## src/rtl/ysyx_24100013_immenc.sv

```systemverilog
// RV32 instruction encoder: packs type/fields/immediate into an instruction word.
// One registered output stage with a valid/ready handshake and a handoff counter.
module ysyx_24100013_immenc #(
    parameter int CNT_W = 16
) (
    input  logic             clk,
    input  logic             rst,
    input  logic             in_valid,
    output logic             in_ready,
    input  logic [2:0]       itype,
    input  logic [6:0]       opcode,
    input  logic [2:0]       funct3,
    input  logic [6:0]       funct7,
    input  logic [4:0]       rd,
    input  logic [4:0]       rs1,
    input  logic [4:0]       rs2,
    input  logic [31:0]      imm,
    output logic             out_valid,
    input  logic             out_ready,
    output logic [31:0]      inst,
    output logic             err,
    output logic [CNT_W-1:0] enc_cnt
);

    localparam logic [2:0] T_I = 3'b001;
    localparam logic [2:0] T_S = 3'b010;
    localparam logic [2:0] T_B = 3'b011;
    localparam logic [2:0] T_U = 3'b100;
    localparam logic [2:0] T_J = 3'b101;

    logic             valid_q;
    logic [31:0]      inst_q;
    logic             err_q;
    logic [CNT_W-1:0] cnt_q;

    logic [31:0]      inst_d;
    logic             err_d;
    logic             accept;
    logic             handoff;

    // funct7 is reserved for a future R-type path
    logic unused_funct7;
    assign unused_funct7 = ^funct7;

    // A field fits when every bit above its sign bit matches the sign bit
    logic fit12;
    logic fit13;
    logic fit21;
    assign fit12 = (&imm[31:11]) | ~(|imm[31:11]);
    assign fit13 = (&imm[31:12]) | ~(|imm[31:12]);
    assign fit21 = (&imm[31:20]) | ~(|imm[31:20]);

    always_comb begin
        inst_d = 32'h0;
        err_d  = 1'b1;
        unique case (itype)
            T_I: begin
                inst_d = {imm[11:0], rs1, funct3, rd, opcode};
                err_d  = ~fit12;
            end
            T_S: begin
                inst_d = {imm[11:5], rs2, rs1, funct3, imm[4:0], opcode};
                err_d  = ~fit12;
            end
            T_B: begin
                inst_d = {imm[12], imm[10:5], rs2, rs1, funct3,
                          imm[4:1], imm[11], opcode};
                err_d  = ~fit13 | imm[0];
            end
            T_U: begin
                inst_d = {imm[31:12], rd, opcode};
                err_d  = |imm[11:0];
            end
            T_J: begin
                inst_d = {imm[20], imm[10:1], imm[11], imm[19:12],
                          rd, opcode};
                err_d  = ~fit21 | imm[0];
            end
            default: begin
                inst_d = 32'h0;
                err_d  = 1'b1;
            end
        endcase
    end

    assign in_ready = ~valid_q | out_ready;
    assign accept   = in_valid & in_ready;
    assign handoff  = valid_q & out_ready;

    always_ff @(posedge clk) begin
        if (rst) begin
            valid_q <= 1'b0;
            inst_q  <= 32'h0;
            err_q   <= 1'b0;
            cnt_q   <= '0;
        end else begin
            if (accept) begin
                valid_q <= 1'b1;
                inst_q  <= inst_d;
                err_q   <= err_d;
            end else if (handoff) begin
                valid_q <= 1'b0;
            end
            if (handoff) begin
                cnt_q <= cnt_q + {{(CNT_W-1){1'b0}}, 1'b1};
            end
        end
    end

    assign out_valid = valid_q;
    assign inst      = inst_q;
    assign err       = err_q;
    assign enc_cnt   = cnt_q;

endmodule

```

## config.mk

```make
export PLATFORM = sky130hd
export DESIGN_NAME = ysyx_24100013_immenc
export DESIGN_NICKNAME = d
export VERILOG_FILES = /design/src/rtl/ysyx_24100013_immenc.sv
export SDC_FILE = /design/constraint.sdc
export NUM_CORES = 1
export LEC_CHECK = 0
export ABC_CLOCK_PERIOD_IN_PS = 3040
export BUFFER_PORTS_ARGS = -buffer_cell sky130_fd_sc_hd__buf_2
export CORE_UTILIZATION = 40
export DETAILED_ROUTE_END_ITERATION = 8
export HOLD_SLACK_MARGIN = 0.02
export PLACE_DENSITY = 0.79
export REMOVE_ABC_BUFFERS = 1
export SYNTH_ARGS = -nofsm -noshare
export SYNTH_HDL_FRONTEND = slang
export SYNTH_SLANG_ARGS = --single-unit
```

## constraint.sdc

```tcl
create_clock -name clk -period 3.04 [get_ports clk]
set_input_delay 0.304 -clock clk [delete_from_list [all_inputs] [get_ports clk]]
set_output_delay 0.304 -clock clk [all_outputs]
set_load 0.005 [all_outputs]
```

; ---- Word-level counts from Yosys, hierarchy flattened
; Index checks and enable logic that the tools add are counted.
[totals]
reg_bits = 50
input_bits = 71
output_inout_bits = 51
[op_classes]
add_sub_neg = 1
n_eq_ne = 5
n_mux = 4
bitwise = 15
n_reduce_logical = 9
[op_table]
columns = op, count
row1 = case mux 32 bit (5 select lines), 1
row2 = OR reduction 12 bit, 2
row3 = AND reduction 21 bit, 1
row4 = OR reduction 21 bit, 1
row5 = AND reduction 20 bit, 1
row6 = OR reduction 20 bit, 1
row7 = adder 16 x 1 -> 16 bit (second input constant), 1
row8 = AND reduction 12 bit, 1
row9 = NOT 1 bit, 7
row10 = == test 3 x 2 -> 1 bit (second input constant), 2
row11 = == test 3 bit (second input constant), 2
row12 = bitwise OR 1 bit, 6
row13 = case mux 1 bit (4 select lines), 1
row14 = == test 3 x 1 -> 1 bit (second input constant), 1
row15 = bitwise AND 1 bit, 2
row16 = two-way mux 1 bit, 2
row17 = nonzero test 2 bit, 1
row18 = OR reduction 2 bit, 1

; ---- Logic depth before layout (Yosys ltp)
; Gate-level depths: netlist of run 1.
[logic_depth]
ltp_word = 6
mapped_depth = 8

; ---- Worst setup path before layout of run 1
; OpenSTA, ideal clock, no wires.
[synth_timing]
path_type = reg-to-reg
from = reg cnt_q[0], in the netlist enc_cnt[0]
to = reg cnt_q[10], in the netlist enc_cnt[10]
t_arrival_ns = 1.324
t_required_ns = 2.969
setup_slack_ns = 1.646
stages_incl_launch_ff = 6
path_buffers = 0
period_less_slack_ns = 1.394
cell_sequence = dfxtp_1 -> ha_1 -> and4_1 -> nand2_1 -> or3_1 -> a21oi_1
[synth_via]
elab_chain_cells = 1
[synth_rtl]
columns = element, line
row1 = from (decl), 34  ; logic [CNT_W-1:0] cnt_q;
row2 = from (signal assigned), 105  ; cnt_q <= cnt_q + {{(CNT_W-1){1'b0}}, 1'b1};
row3 = adder 16 x 1 -> 16 bit, 105
; Every way passes these cells.
; A chain may end at the register's enable or synchronous reset.

; ---- Worst setup path after layout of run 1
[layout_timing]
from = reg valid_q, in the netlist out_valid
to = reg inst_q[31], in the netlist inst[31]
[layout_via]
elab_chain_cells = 3
[layout_rtl]
columns = element, line
row1 = from (decl), 31  ; logic valid_q;
row2 = from (signal assigned), 92  ; valid_q <= 1'b0;
row3 = from (signal assigned), 98  ; valid_q <= 1'b1;
row4 = from (signal assigned), 102  ; valid_q <= 1'b0;
row5 = NOT 1 bit, 86  ; assign in_ready = ~valid_q | out_ready;
row6 = bitwise OR 1 bit, 86
row7 = bitwise AND 1 bit, 87  ; assign accept = in_valid & in_ready;
row8 = to (signal assigned), 99  ; inst_q <= inst_d;
row9 = to (decl), 32  ; logic [31:0] inst_q;
; Every way passes these cells.

==> reports/results.txt, run 1 <==
Status: finished clean
Most instantiated library cell after synthesis: nor2_1
Final wirelength: 6980 µm
RSZ-0062 raised after global routing: no
Crit path from: out_valid
Setup Skew: 0.00872 ns
Port Buffers: 114
Pleak: 1.39 nW
Post-layout nets: 477
P_sw: 370 µW
Max frequency: 589 MHz
Share of cells above drive strength 1: 32.5%
Num CTS Buffers: 5
Max VDD drop: 208 µV
Initial Util: 41.7%
Slew headroom: 48.0%
Synth Area in Adders: 0.501%
Fin Setup TNS: 0 ns
Area Growth Syn to Fin: 27.0%
CTS tree: built
Mapped cell area: 2500 µm²
Clock period minus final worst setup slack: 1.70 ns
Total power: 1.41 mW
Final Hold Viols: 0
Worst slew pin tran: 0.778 ns
Commonest cells post-synth: nor2_1 (52), dfxtp_1 (50), a22oi_1 (23), nand2_1 (23), nor3_1 (17)
Post-synthesis register bit count: 50
Fraction of registers with async set/reset: 0%
Worst setup SP type: flip-flop
Via total after detailed routing: 2628
Post-Layout Cell Count: 481
Synth Area in XOR/XNOR: 4.90%
# setup viols final: 0
Detail Route Antenna Nets: 0
WL/cell: 14.5 µm
Internal power: 1.04 mW
Fillers: 605
Largest family of logic cells by synthesized area: simple AND/OR/NAND/NOR gates
Compound-Gate Fraction of Synth Area: 19.5%
Worst-path maximum fanout: 27
Synth unique cells: 41
Post-CTS setup buffers: 0
Top cells by area, synth: dfxtp_1 (40%), nor2_1 (7.8%), a22oi_1 (6.9%)
Share of power burned in registers: 50.0%
Reg-to-reg slack, setup: 1.34 ns
R2R cell count: 5
Switching share of power: 26.3%
DP Wirelength: 5170 µm
Die Ht: 81.1 µm
Crit path arrival time: 1.93 ns
Gp weighted congestion: 0.856
# diodes: 0
Clk Latency, worst-skew pair: 0.30 ns
Area leader, netlist: dfxtp_1
Tcrit/Tclk final: 55.9%
RR Endpoint: inst[31]
Synth warn: 0
P per Cell Area: 443 nW/µm²
Placed insts: 473
Gr usage total: 22.5%
CTS Buffer Depth: 2
Vias in the first global route: 2488
Clk pin slew, worst setup/hold paths: 0.09 ns
Critical path type: reg -> reg
Global-route wire length before repair: 11400 µm
Row count: 28
Vias/cell: 5.46
EDFF count, synth: 0
Initial drt markers: 127
Area share of the largest cell type after synthesis: 40.0%
Grt ovf: 0
Post-CTS Hold Fix Bufs: 0
Root Buffer: clkbuf_8
Largest net degree at the start of global routing: 28
Worst Path Required: 3.27 ns
FF-to-FF Start: out_valid
Clock power share: 33.2%
Mux contribution to synthesized area: 1.70%
Top_reg_cell synth: dfxtp_1
Cells after Synth: 303
Total die area: 6570 µm²
Simple-Gate Fraction of Synth Area: 28.3%
Syn_area_per_cell: 8.25 µm²
Cts repair resizes: 0
Max Cap Viol: 0
Comb pwr share: 16.8%
Critical Path End Type: flip-flop
Post-synthesis sequential area ratio: 40.0%
Core Util, Final: 53.0%
Largest stage delay on the critical path: 0.57 ns
Slowest CP cell: nor3b_4
Critical Path, Cell by Cell: nand2b_2 > nand2_4 > nor3b_4 > o21ai_0 > a21oi_1
Core area: 5990 µm²
Worst min path class: in -> reg
Register Area: 1000 µm²
Worst Setup EP: inst[31]
Area of the multi-input gates: 1370 µm²
Initial antenna violation count: 0
Clock sinks: 50
IO Pins: 122
Slew Limit Fails: 0
# DRC: 0
DRT Pass-1 Iters: 4
Die X: 81.1 µm
H-tree Lvls: 2
==> cells in the final DEF, fill, tap and decap left out, types with 2 or more instances in the layout <==
cell type  netlist  routed
mux2_2           2       2
or3_1            2       2
a211oi_1         6       6
dfxtp_1         50      50
nor3_1          17      17
nor4_1           5       5
nor2b_1          4       4
nand4_1          7       7
clkbuf_8         0       5
and4_1           3       3
a22oi_1         23      23
nor2_1          52      52
o21ai_1          2       2
and3_1           4       4
o211ai_1         8       8
buf_4            7       3
nand3_1          8       8
o21ai_0         14      14
nand2_1         23      23
xor2_1          10      10
a221oi_1         8       8
mux2i_1          2       2
and2_1           3       3
nor3b_1          5       5
buf_2            5     114
xnor2_1          4       4
a21oi_1          7       7
==> cell families after synthesis <==
family	count (synthesis)
xor+xnor	14
simple gates	140
fa+ha+maj	1
mux	4
flops	50
compound gates	71
buf+inv	23
==> worst max-delay path, delay by kind of cell (launching register included) <==
kind	cells	cell delay, ns
DFF	1	0.38
and+or+nand+nor	3	0.93
AOI/OAI and AO/OA	2	0.33
==> worst min path at each step <==
| stage | end | from | cells past startpoint | slack, ns |
|---|---|---|---|---|
| CTS | inst[6] | opcode[6] | 3 | 0.23 |
| detailed placement | inst[31] | inst[31] | 2 | 0.45 |
| finish | inst[6] | opcode[6] | 3 | 0.23 |
| floorplan | enc_cnt[10] | rst | 1 | 0.37 |
| global route | inst[2] | opcode[2] | 3 | 0.23 |
| global placement | inst[31] | inst[31] | 2 | 0.44 |
==> area by class of cell <==
| class | count | share of cell area, % |
|---|---|---|
| multi-input cells | 230 | 43.2 |
| clock buffers | 6 | 2.29 |
| well taps | 75 | 2.96 |
| inverters | 1 | 0.118 |
| clock inverters | 2 | 1.18 |
| flip-flops and latches | 50 | 31.5 |
| repair buffers | 117 | 18.7 |
==> registers in the layout, indices dropped and copies added, names as in the netlist <==
name / count
inst: 32
enc_cnt: 16
err: 1
out_valid: 1
==> routing by layer <==
| metal | global-route usage [%] | wire (µm) | vias to the layer above |
|---|---|---|---|
| met1 | 27.6 | 3050 | 1214 |
| li1 | - | - | 1306 |
| met2 | 37.6 | 3380 | 101 |
| met3 | 5.73 | 480 | 7 |
| met4 | 8.93 | 80 | 0 |
| met5 | 0 | 0 | - |
==> power by group through the flow <==
stage	logic [mW]	registers [mW]	clock network [mW]
finish	0.236	0.704	0.467
global route	0.265	0.709	0.517
CTS	0.237	0.704	0.481
detailed placement	0.237	0.719	0
global placement	0.232	0.717	0
floorplan	0.100	0.721	0
==> metrics by stage <==
stage,setup WS [ns],hold slack (ns),cell area (µm²)
2_1_floorplan,1.59,0.373,2380
3_3_place_gp,1.22,0.444,3060
3_5_place_dp,1.20,0.448,3060
4_1_cts,1.32,0.227,3170
5_1_grt,1.20,0.229,3170
6_report,1.34,0.234,3170
Note: power is estimated with default switching activity, not from simulation.
==> inputs of run 2 (changes only) <==
- ABC_CLOCK_PERIOD_IN_PS: 3040 -> 1400
- PLACE_DENSITY: 0.79 -> 0.82
- clock period: 3.04 -> 1.4 ns (I/O delays scaled with it)
==> run 2 against run 1 <==
  * Critical path depth fell by 1
  * Die area did not move
  * Wire length rose by 4.9%
  * Worst setup slack got worse by 1.3 ns
  * Design area rose by 6.7%
  * Worst hold slack got worse by 0.16 ns
==> reports/results.txt, run 2 (synthesized netlist as in run 1, its figures left out) <==
Most frequent cells in the layout: buf_2 (114), nor2_1 (52), dfxtp_1 (46)
Max FFs per register: 32 (unchanged)
P per Cell Area: 918 nW/µm² (+110%)
FF-to-FF Start: enc_cnt[6]
Clk pin slew, worst setup/hold paths: 0.09 ns (about the same)
RR Endpoint: enc_cnt[10]
Die Ht: 81.1 µm (unchanged)
Initial drt markers: 124 (-2.4%)
CTS Buffer Depth: 2 (unchanged)
Vias in the first global route: 2583 (+3.8%)
Area Growth Syn to Fin: 35.5%
Die X: 81.1 µm (unchanged)
Crit path arrival time: 1.58 ns (-0.35 ns)
Worst Setup EP: enc_cnt[10]
Total power: 3.11 mW (+120%)
DP Area: 3230 µm² (+5.6%)
Initial antenna violation count: 0 (unchanged)
# DRC: 0 (unchanged)
Largest net degree at the start of global routing: 21 (-25%)
Num CTS Buffers: 5 (unchanged)
Clock period minus final worst setup slack: 1.34 ns (-0.359 ns)
Hold Startpoint: opcode[3]
Max VDD drop: 415 µV (+99%)
Worst setup SP type: flip-flop
Reg-to-reg slack, setup: 0.06 ns (-1.28 ns)
IO Pins: 122 (unchanged)
Slew Limit Fails: 0 (unchanged)
Worst slew pin tran: 0.507 ns (-0.271 ns)
H-tree Lvls: 2 (unchanged)
Worst-path maximum fanout: 6 (-78%)
Status: finished clean
Core Util, Final: 56.5% (+3.6 points)
WL/cell: 14.6 µm (+0.50%)
Worst Setup Slack post-DPL: -0.0448 ns (-1.25 ns)
Detail Route Antenna Nets: 0 (unchanged)
Vias/cell: 5.59 (+2.4%)
Port Buffers: 114 (unchanged)
Row count: 28 (unchanged)
Total die area: 6570 µm² (unchanged)
Post-layout nets: 498 (+4.4%)
Hold path depth: 3 (unchanged)
DP Wirelength: 5470 µm (+5.8%)
Commonest non-fill, non-tap cell in the layout: buf_2
Global-route wire length before repair: 11700 µm (+2.6%)
DRT Pass-1 Iters: 4 (unchanged)
Clock sinks: 50 (unchanged)
Root Buffer: clkbuf_8
Max Cap Viol: 0 (unchanged)
Final WS setup: 0.0604 ns (-1.28 ns)
Final Hold Viols: 0 (unchanged)
# setup viols final: 0 (unchanged)
Gp weighted congestion: 0.846 (-1.2%)
R2R cell count: 4 (-1)
CTS tree: built
Final instance area: 3390 µm² (+6.7%)
Post-CTS setup buffers: 0 (unchanged)
Core area: 5990 µm² (unchanged)
Critical path type: reg -> reg
Pleak: 1.51 nW (+8.7%)
Critical Path End Type: flip-flop
Tcrit/Tclk final: 95.7% (+40 points)
Worst Path Required: 1.64 ns (-1.63 ns)
RSZ-0062 raised after global routing: yes
Final wirelength: 7320 µm (+4.9%)
Via total after detailed routing: 2808 (+6.8%)
Initial Util: 41.7% (unchanged)
Setup Skew: 0.00456 ns (-0.00416 ns)
Max frequency: 746 MHz (+27%)
Hold WS: 0.0717 ns (-0.162 ns)
Worst min path class: in -> reg
Grt ovf: 0 (unchanged)
Crit path from: enc_cnt[6]
Gr usage total: 23.1% (+0.56 points)
Share of cells above drive strength 1: 38.2% (+5.7 points)
Clk Latency, worst-skew pair: 0.30 ns (about the same)
# diodes: 0 (unchanged)
Slew headroom: 66.1% (+18 points)
-- run 2: cell types whose count changed in the layout (fill, tap and decap cells not counted), moves of 2 or more --
| cell | change |
|---|---|
| dfxtp_1 | -4 |
| buf_4 | +18 |
| buf_6 | +2 |
| dfxtp_2 | +4 |
| nor3_1 | -2 |
| nor3_2 | +2 |
-- run 2: timing repair --
| action | in CTS | in global routing |
|---|---|---|
| gates resized for setup | 1 | 13 |
| gates cloned | 0 | 0 |
| setup endpoints to repair | 1 | 16 |
| hold buffers | 0 | 0 |
-- run 2: area by class of cell --
type | instances | area [µm²]
fillers | 569 | 2600
multi-input cells | 230 | 1410
flip-flops and latches | 50 | 1010
repair buffers | 138 | 771
well taps | 75 | 93.8
clock buffers | 7 | 76.3
clock inverters | 1 | 30.0
inverters | 1 | 3.75
-- run 2: stage by stage --
step	instances	TNS, ns
2_1_floorplan	281	-0.148
3_3_place_gp	494	-0.0169
3_5_place_dp	494	-0.0526
4_1_cts	502	0
5_1_grt	502	-0.0326
6_report	502	0
-- run 2: worst min-delay path by stage --
stage	to	slack (ns)
after floorplan	enc_cnt[10]	0.21
after global placement	inst[3]	0.38
after detailed placement	inst[3]	0.39
after CTS	inst[3]	0.07
after global routing	inst[3]	0.08
final	inst[3]	0.07
-- run 2: layer usage --
metal	routed length (µm)	global-route usage, %	vias up
li1	-	-	1345
met1	3050	27.1	1310
met2	3620	41.1	140
met3	539	4.72	13
met4	114	8.57	0
met5	0	0	-
-- run 2: worst max-delay path: stages (launching register included) --
cell     delay (ns)
dfxtp_2        0.35
and4_2         0.27
nand3_2        0.14
or3_1          0.39
a21oi_2        0.13
-- run 2: power breakdown --
| group | leakage [nW] | switching [mW] | internal, mW | total [mW] |
|---|---|---|---|---|
| clock | 0.0524 | 0.470 | 0.536 | 1.01 |
| combinational | 1.04 | 0.310 | 0.269 | 0.578 |
| sequential | 0.411 | 0.0345 | 1.49 | 1.53 |
| total | 1.51 | 0.814 | 2.29 | 3.11 |
